## src/rtl/data_mem_ctl_if.sv

```systemverilog
// Load/store bus between the CPU datapath (master) and data_mem_ctl (slave).
// DW/AW of an instance must match the parameters of the memory it connects to.
interface data_mem_ctl_if #(
  parameter int DW = 9,
  parameter int AW = 8
);
  logic [AW-1:0] DataAddress;
  logic          ReadMem;
  logic          WriteMem;
  logic [DW-1:0] DataIn;
  logic [DW-1:0] DataOut;
  logic          DataValid;
  logic          Busy;

  modport master (
    output DataAddress, ReadMem, WriteMem, DataIn,
    input  DataOut, DataValid, Busy
  );

  modport slave (
    input  DataAddress, ReadMem, WriteMem, DataIn,
    output DataOut, DataValid, Busy
  );
endinterface

```

## src/rtl/data_mem_ctl.sv

```systemverilog
// Parametrised single-port data memory with selectable read latency and an
// optional post-reset zero-fill sequencer that stalls the core through Busy.
module data_mem_ctl #(
  parameter int DW             = 9,
  parameter int AW             = 8,
  parameter int READ_LATENCY   = 0,
  parameter int WRITE_FIRST    = 1,
  parameter int CLEAR_ON_RESET = 1
) (
  input logic           CLK,
  input logic           Reset,
  data_mem_ctl_if.slave bus
);

  typedef enum logic [0:0] {
    ST_CLEAR = 1'b0,
    ST_READY = 1'b1
  } state_t;

  localparam state_t        RESET_STATE = (CLEAR_ON_RESET != 0) ? ST_CLEAR : ST_READY;
  localparam logic [AW-1:0] LAST_ADDR   = {AW{1'b1}};
  localparam logic [AW-1:0] ADDR_ONE    = {{(AW-1){1'b0}}, 1'b1};
  localparam logic          WF          = (WRITE_FIRST != 0);

  state_t        state_r;
  logic [AW-1:0] clrPtr_r;
  logic [DW-1:0] mem_r [2**AW];

  logic          ready_s;
  logic          rdEn_s;
  logic          wrEn_s;
  logic [AW-1:0] wrAddr_s;
  logic [DW-1:0] wrData_s;
  logic [DW-1:0] dataOut_s;
  logic          dataValid_s;

  assign ready_s = (state_r == ST_READY);
  assign rdEn_s  = ready_s && bus.ReadMem;
  assign bus.Busy      = (state_r == ST_CLEAR);
  assign bus.DataOut   = dataOut_s;
  assign bus.DataValid = dataValid_s;

  // Single write port shared by the clear sequencer and CPU stores; nothing is written on a reset edge.
  always_comb begin
    wrEn_s   = 1'b0;
    wrAddr_s = bus.DataAddress;
    wrData_s = bus.DataIn;
    if (Reset) begin
      wrEn_s = 1'b0;
    end else if (state_r == ST_CLEAR) begin
      wrEn_s   = 1'b1;
      wrAddr_s = clrPtr_r;
      wrData_s = {DW{1'b0}};
    end else if (bus.WriteMem) begin
      wrEn_s = 1'b1;
    end else begin
      wrEn_s = 1'b0;
    end
  end

  // Clear/ready state machine; a reset mid-clear restarts the sweep from address 0.
  always_ff @(posedge CLK) begin
    if (Reset) begin
      state_r  <= RESET_STATE;
      clrPtr_r <= {AW{1'b0}};
    end else begin
      case (state_r)
        ST_CLEAR: begin
          clrPtr_r <= clrPtr_r + ADDR_ONE;
          if (clrPtr_r == LAST_ADDR) begin
            state_r <= ST_READY;
          end else begin
            state_r <= ST_CLEAR;
          end
        end
        ST_READY: begin
          state_r  <= ST_READY;
          clrPtr_r <= {AW{1'b0}};
        end
        default: begin
          state_r  <= ST_READY;
          clrPtr_r <= {AW{1'b0}};
        end
      endcase
    end
  end

  // Storage array, deliberately without reset so it maps onto RAM.
  always_ff @(posedge CLK) begin
    if (wrEn_s) begin
      mem_r[wrAddr_s] <= wrData_s;
    end
  end

  generate
    if (READ_LATENCY == 0) begin : g_comb_read
      // Asynchronous read: a same-cycle store becomes visible only after the edge.
      always_comb begin
        dataOut_s   = {DW{1'b0}};
        dataValid_s = 1'b0;
        if (rdEn_s) begin
          dataOut_s   = mem_r[bus.DataAddress];
          dataValid_s = 1'b1;
        end else begin
          dataOut_s   = {DW{1'b0}};
          dataValid_s = 1'b0;
        end
      end
    end else begin : g_reg_read
      logic [DW-1:0] dataOut_r;
      logic          dataValid_r;

      assign dataOut_s   = dataOut_r;
      assign dataValid_s = dataValid_r;

      // Registered read; DataOut holds its last result when no load is served.
      always_ff @(posedge CLK) begin
        if (Reset) begin
          dataOut_r   <= {DW{1'b0}};
          dataValid_r <= 1'b0;
        end else if (rdEn_s) begin
          dataValid_r <= 1'b1;
          if (WF && bus.WriteMem) begin
            dataOut_r <= bus.DataIn;
          end else begin
            dataOut_r <= mem_r[bus.DataAddress];
          end
        end else begin
          dataValid_r <= 1'b0;
        end
      end
    end
  endgenerate

endmodule

```

## src/flat_wrapper.sv

```systemverilog
// flat-port wrapper written by rule: the top's interface ports become plain ports
module data_mem_ctl_flat 
#(
  parameter int DW             = 9,
  parameter int AW             = 8,
  parameter int READ_LATENCY   = 0,
  parameter int WRITE_FIRST    = 1,
  parameter int CLEAR_ON_RESET = 1
)
  (CLK, Reset, bus_DataAddress, bus_ReadMem, bus_WriteMem, bus_DataIn, bus_DataOut, bus_DataValid, bus_Busy);
  data_mem_ctl_if #(.DW(DW), .AW(AW)) bus_i ();
  input logic CLK;
  input logic Reset;
  input wire logic [$bits(bus_i.DataAddress)-1:0] bus_DataAddress;
  input wire logic [$bits(bus_i.ReadMem)-1:0] bus_ReadMem;
  input wire logic [$bits(bus_i.WriteMem)-1:0] bus_WriteMem;
  input wire logic [$bits(bus_i.DataIn)-1:0] bus_DataIn;
  output wire logic [$bits(bus_i.DataOut)-1:0] bus_DataOut;
  output wire logic [$bits(bus_i.DataValid)-1:0] bus_DataValid;
  output wire logic [$bits(bus_i.Busy)-1:0] bus_Busy;
  assign bus_i.DataAddress = bus_DataAddress;
  assign bus_i.ReadMem = bus_ReadMem;
  assign bus_i.WriteMem = bus_WriteMem;
  assign bus_i.DataIn = bus_DataIn;
  assign bus_DataOut = bus_i.DataOut;
  assign bus_DataValid = bus_i.DataValid;
  assign bus_Busy = bus_i.Busy;
  data_mem_ctl #(.DW(DW), .AW(AW), .READ_LATENCY(READ_LATENCY), .WRITE_FIRST(WRITE_FIRST), .CLEAR_ON_RESET(CLEAR_ON_RESET)) u_core (.CLK(CLK), .Reset(Reset), .bus(bus_i));
endmodule
```

## config.mk

```make
export PLATFORM = sky130hd
export DESIGN_NAME = data_mem_ctl_flat
export DESIGN_NICKNAME = d
export VERILOG_FILES = /design/src/rtl/data_mem_ctl_if.sv /design/src/rtl/data_mem_ctl.sv /design/src/flat_wrapper.sv
export SDC_FILE = /design/constraint.sdc
export NUM_CORES = 2
export LEC_CHECK = 0
export CAP_MARGIN = 20
export CORE_MARGIN = 2
export CORE_UTILIZATION = 40
export CTS_CLUSTER_DIAMETER = 200
export DETAILED_ROUTE_END_ITERATION = 8
export DONT_BUFFER_PORTS = 1
export PLACE_DENSITY = 0.59
export SLEW_MARGIN = 20
export SYNTH_ARGS = -nofsm -noshare
export SYNTH_HDL_FRONTEND = slang
export SYNTH_SLANG_ARGS = --single-unit
export TNS_END_PERCENT = 50
```

## constraint.sdc

```tcl
create_clock -name CLK -period 6.8 [get_ports CLK]
set_input_delay 1.36 -clock CLK [delete_from_list [all_inputs] [get_ports CLK]]
set_output_delay 1.36 -clock CLK [all_outputs]
set_load 0.01 [all_outputs]
```

Word-level counts from Yosys, hierarchy flattened
Memories as Yosys holds them, arrays and structs flattened.
Cells that the tools add are included.
Widths: inputs -> output; s select.

operators by class
  $add $sub $neg = 1
  equal/unequal tests = 1
  muxes and demuxes = 14
  bitwise logic cells = 1
  reductions and logical operators = 1

operator list
  kind                 count
  $mux 9               3
  $mux 8               2
  $pmux 8 s2           1
  $add 8x1->8 const B  1
  $eq 8x8->1 const B   1
  $mux 1               7
  $pmux 1 s2           1
  $logic_and 1x1->1    1
  $not 1->1            1

storage, ports and cells
  register bits after elaboration = 9
  bits in writable memories = 2304
  input port bits = 21
  word-level logic and storage cells = 21
  memories kept = 1

memories
  memory        depth  width  read ports  clocked after Yosys merged registers in  wr ports  RTL line            text
  u_core.mem_r  256    9      1           0                                        1         data_mem_ctl.sv:27  logic [DW-1:0] mem_r [2**AW];

Depth between registers and ports, before layout
  word-level depth = 5
  gate-level depth with buffers = 13
  gate-level depth less buffers = 7

Least setup slack after synthesis
Ideal clock, no wire load.

  path kind = input port to flip-flop
  from = in Reset
  to = mem u_core.mem_r[0][5] (data pin)
  library setup time = 0.867 ns
  data arrival time = 5.525 ns
  data required time = 5.933 ns
  setup slack = 0.408 ns
  stages = 5
  cells stage by stage = or2_2 > clkbuf_1 > clkbuf_1 > clkbuf_1 > and2_1

on the way
  cells in the longest elaborated chain, start to end = 1

ends and longest elaborated chain
  what                          RTL line            text
  from (decl)                   flat_wrapper.sv:13  input logic Reset;
  $mux 9                        data_mem_ctl.sv:48  if (Reset) begin
  named net u_core.wrData_s[5]  data_mem_ctl.sv:33  logic [DW-1:0] wrData_s;
  to (decl)                     data_mem_ctl.sv:27

The timed path passes the listed nets, and every way through them passes these cells.

Worst setup path after layout
  from = in bus_DataAddress[1]
  to = out bus_DataOut[1]

on the way
  cells in the longest elaborated chain, start to end = 2

ends and longest elaborated chain
  what           RTL line             text
  from (decl)    flat_wrapper.sv:14   input wire logic [$bits(bus_i.DataAddress)-1:0] bus_DataAddress;
  $mem_v2 256x9  --
  $mux 9         data_mem_ctl.sv:101  if (rdEn_s) begin
  to (decl)      flat_wrapper.sv:18   output wire logic [$bits(bus_i.DataOut)-1:0] bus_DataOut;

Every way passes these cells.

==> metrics.md <==
| Metric | Value |
|---|---|
| FFs w/ async S/R, synth | `0%` |
| Crit-path max FO | `450` |
| Number of global-route vias before repair | `between 40000 and 50000` |
| Seq cells post-synth | `about 2300` |
| Nets@finish | `between 4000 and 5000` |
| Die Area | `0.231 mm²` |
| CP Class | `input pin to output port` |
| Post-synth EDFFs | `roughly 2300` |
| Syn nets | `4470` |
| Clock Sinks | `approximately 2300` |
| Die Span X | `between 400 and 500 µm` |
| Pin count of the biggest net entering global routing | `approximately 700` |
| Worst Setup End Kind | `output port` |
| Via-to-Cell Ratio | `about 5.8` |
| Detailed placement HPWL | `between 100000 and 150000 µm` |
| Final Hold Vio Count | `0` |
| Failing checks | `max-slew violations` |
| GPL Wtd Cong | `~0.84` |
| Least-Margin Pin Slew | `1.89 ns` |
| Most common cell after layout, fill and taps aside | `edfxtp_1` |
| # DRC | `0` |
| Post-route cell area | `0.101 mm²` |
| Total GRT Usage | `20.0%` |
| Post-DRT Antenna Nets | `0` |
| Mean routed wirelength per cell | `a little over 30 µm` |
| Max cap viols | `0` |
| Clock latency at the later pin of the worst-skew pair | `between 0.8 and 0.9 ns` |
| Synthesized cell area | `just over 0.09 mm²` |
| Core area | `~0.23 mm²` |
| Clock root cell | `clkbuf_16` |
| Syn Area/Cell | `slightly above 20 µm²` |
| Slew Limit Headroom | `-26.3%` |
| Routed via count | `between 40000 and 50000` |
| Worst Skew | `0.0493 ns` |
| Max-slew violations | `130` |
| Worst VDD drop | `0.282 mV` |
| Fin crit period | `around 6.7 ns` |
| I/O pin count | `32` |
| Port bufs | `0` |
| Min-delay worst type | `register to register` |
| Most frequent cells in the layout | `edfxtp_1 (2304), mux4_2 (423), mux2i_1 (337)` |
| Number of synthesis warnings | `0` |
| Final setup fails | `0` |
| Placed cell area | `~0.094 mm²` |
| CTS clk-pin slew, worst paths | `~0.06 ns` |
| Drt pass-1 iters | `5` |
| Sequential-to-total area share from yosys stat | `76.3%` |
| Arr. time, crit path | `5.37 ns` |
| CTS H-tree lvls | `4` |
| Final WL | `234000 µm` |
| Period utilization | `between 90% and 100%` |
| Initial Util | `40.1%` |
| 1st-iter DRT viols | `roughly 5500` |
| Pleak | `around 32 nW` |
| Final setup TNS | `0 ns` |
| Syn Inst Count | `between 4000 and 5000` |
| Pwr/cell area | `between 200 and 300 mW/mm²` |
| Initial antenna violation count | `5` |
| Worst endpoint required time | `around 5.4 ns` |
| Worst Setup Start Kind | `input pin` |
| Share of cells above drive strength 1 | `between 10% and 20%` |
| Clock buffer depth | `3` |
| Post-CTS setup buffers | `0` |
| Final WS setup | `around 0.067 ns` |
| Status | `finished, violations left` |
| Synthesis-to-layout area growth | `11.1%` |
| Tot Pwr | `~29 mW` |
| First-pass GRT wire length | `approximately 330000 µm` |
| Synth cell types | `62` |
| Final core occ | `between 40 and 50%` |
| CTS tree | `built` |
| Placement Setup Slack | `0.500 ns` |
| Max Fclk | `roughly 0.15 GHz` |
| CTS buffer count | `about 220` |
| RSZ-0062 raised after global routing | `no` |
| GRT overflow | `0` |
| Rows | `approximately 180` |
| Post-synth top flop | `edfxtp_1` |
| Die H | `approximately 480 µm` |
[where the power goes]
part           total, mW  switching, mW  internal, mW  leakage [nW]
clock               12.1           5.30          6.79          3.46
combinational       1.31          0.844         0.462          6.98
sequential          15.7        0.00569          15.7          21.1
total               29.1           6.15          23.0          31.5
[synthesized netlist by cell type (all sizes together), types with 6 or more instances]
cell type,count,area (µm²)
mux2,8,90.1
o21ai,34,170
dfxtp,9,180
a2111oi,7,61.3
nor4,9,56.3
mux2i,337,3370
nand4,6,37.5
and2,20,125
o41ai,6,60.1
o221ai,137,1260
buf,179,1700
a22oi,6,45.0
a211oi,12,90.1
edfxtp,2304,69200
nor3,59,295
nand2,117,439
nor2,314,1180
or4,7,52.6
nand3b,8,60.1
or3,17,106
a31oi,10,62.6
clkbuf,92,349
a21oi,81,405
nand3,66,330
o31ai,19,156
mux4,445,10100
o22ai,86,538
[flip-flops by register name, indices dropped and copies added (netlist names)]
register         cells
u_core.clrPtr_r      8
u_core.mem_r      2304
u_core.ready_s       1
[final cells by class]
| cell class | count | area (µm²) |
|---|---|---|
| inverter | 6 | 30.0 |
| tap | 3009 | 3760 |
| fill | 18983 | 126000 |
| antenna | 2 | 5.00 |
| clock inverter | 138 | 1420 |
| sequential | 2313 | 69400 |
| multi-input combinational | 1858 | 19700 |
| timing repair buffer | 101 | 1100 |
| clock buffer | 263 | 5650 |
[final timing paths]
check / to / slack (ns) / start / cells after the start
worst max-delay path: bus_DataOut[1] / 0.07 / bus_DataAddress[1] / 8
worst min-delay path: u_core.clrPtr_r[0]$_SDFF_PP0_ / 0.50 / u_core.clrPtr_r[0]$_SDFF_PP0_ / 1
worst max register to register: u_core.mem_r[192][4]$_DFFE_PP_ / 2.70 / u_core.ready_s$_SDFF_PP0_ / 5
worst min register to register: u_core.clrPtr_r[0]$_SDFF_PP0_ / 0.50 / u_core.clrPtr_r[0]$_SDFF_PP0_ / 1
[cells by family after synthesis]
| group | Yosys count | share of synthesized area [%] |
|---|---|---|
| XOR/XNOR | 6 | 0.0578 |
| buffers and inverters | 277 | 2.28 |
| multiplexers | 790 | 14.9 |
| adder cells (fa/ha/maj) | 1 | 0.0138 |
| AND/OR/NAND/NOR | 638 | 3.06 |
| flip-flops | 2313 | 76.3 |
| AO/OA/AOI/OAI | 423 | 3.38 |
[per-layer routing]
metal | track usage, % | wire [µm] | up-vias
li1 | - | - | 18629
met4 | 6.34 | 7330 | 2
met3 | 3.46 | 17300 | 334
met5 | 0 | 13 | -
met2 | 30.8 | 109000 | 1844
met1 | 29.0 | 99900 | 24025
[metrics by stage]
step	hold WS, ns	std cells
CTS	0.500	7677
floorplan	0.451	4448
detailed placement	0.486	7276
finish	0.500	7690
global placement	0.481	7275
global route	0.520	7689
[critical path, stage by stage]
cell and delay, ns:
nand2b_4 0.59, buf_12 0.23, o221ai_1 0.38, o22ai_1 0.14, o21ai_0 0.44, a31oi_1 0.43, o41ai_2 0.71, buf_4 0.23
[repair_timing]
item,in CTS,in global routing
hold buffers,0,0
gates resized for setup,0,6
setup endpoints to repair,0,5
Note: power is estimated with default switching activity, not from simulation.
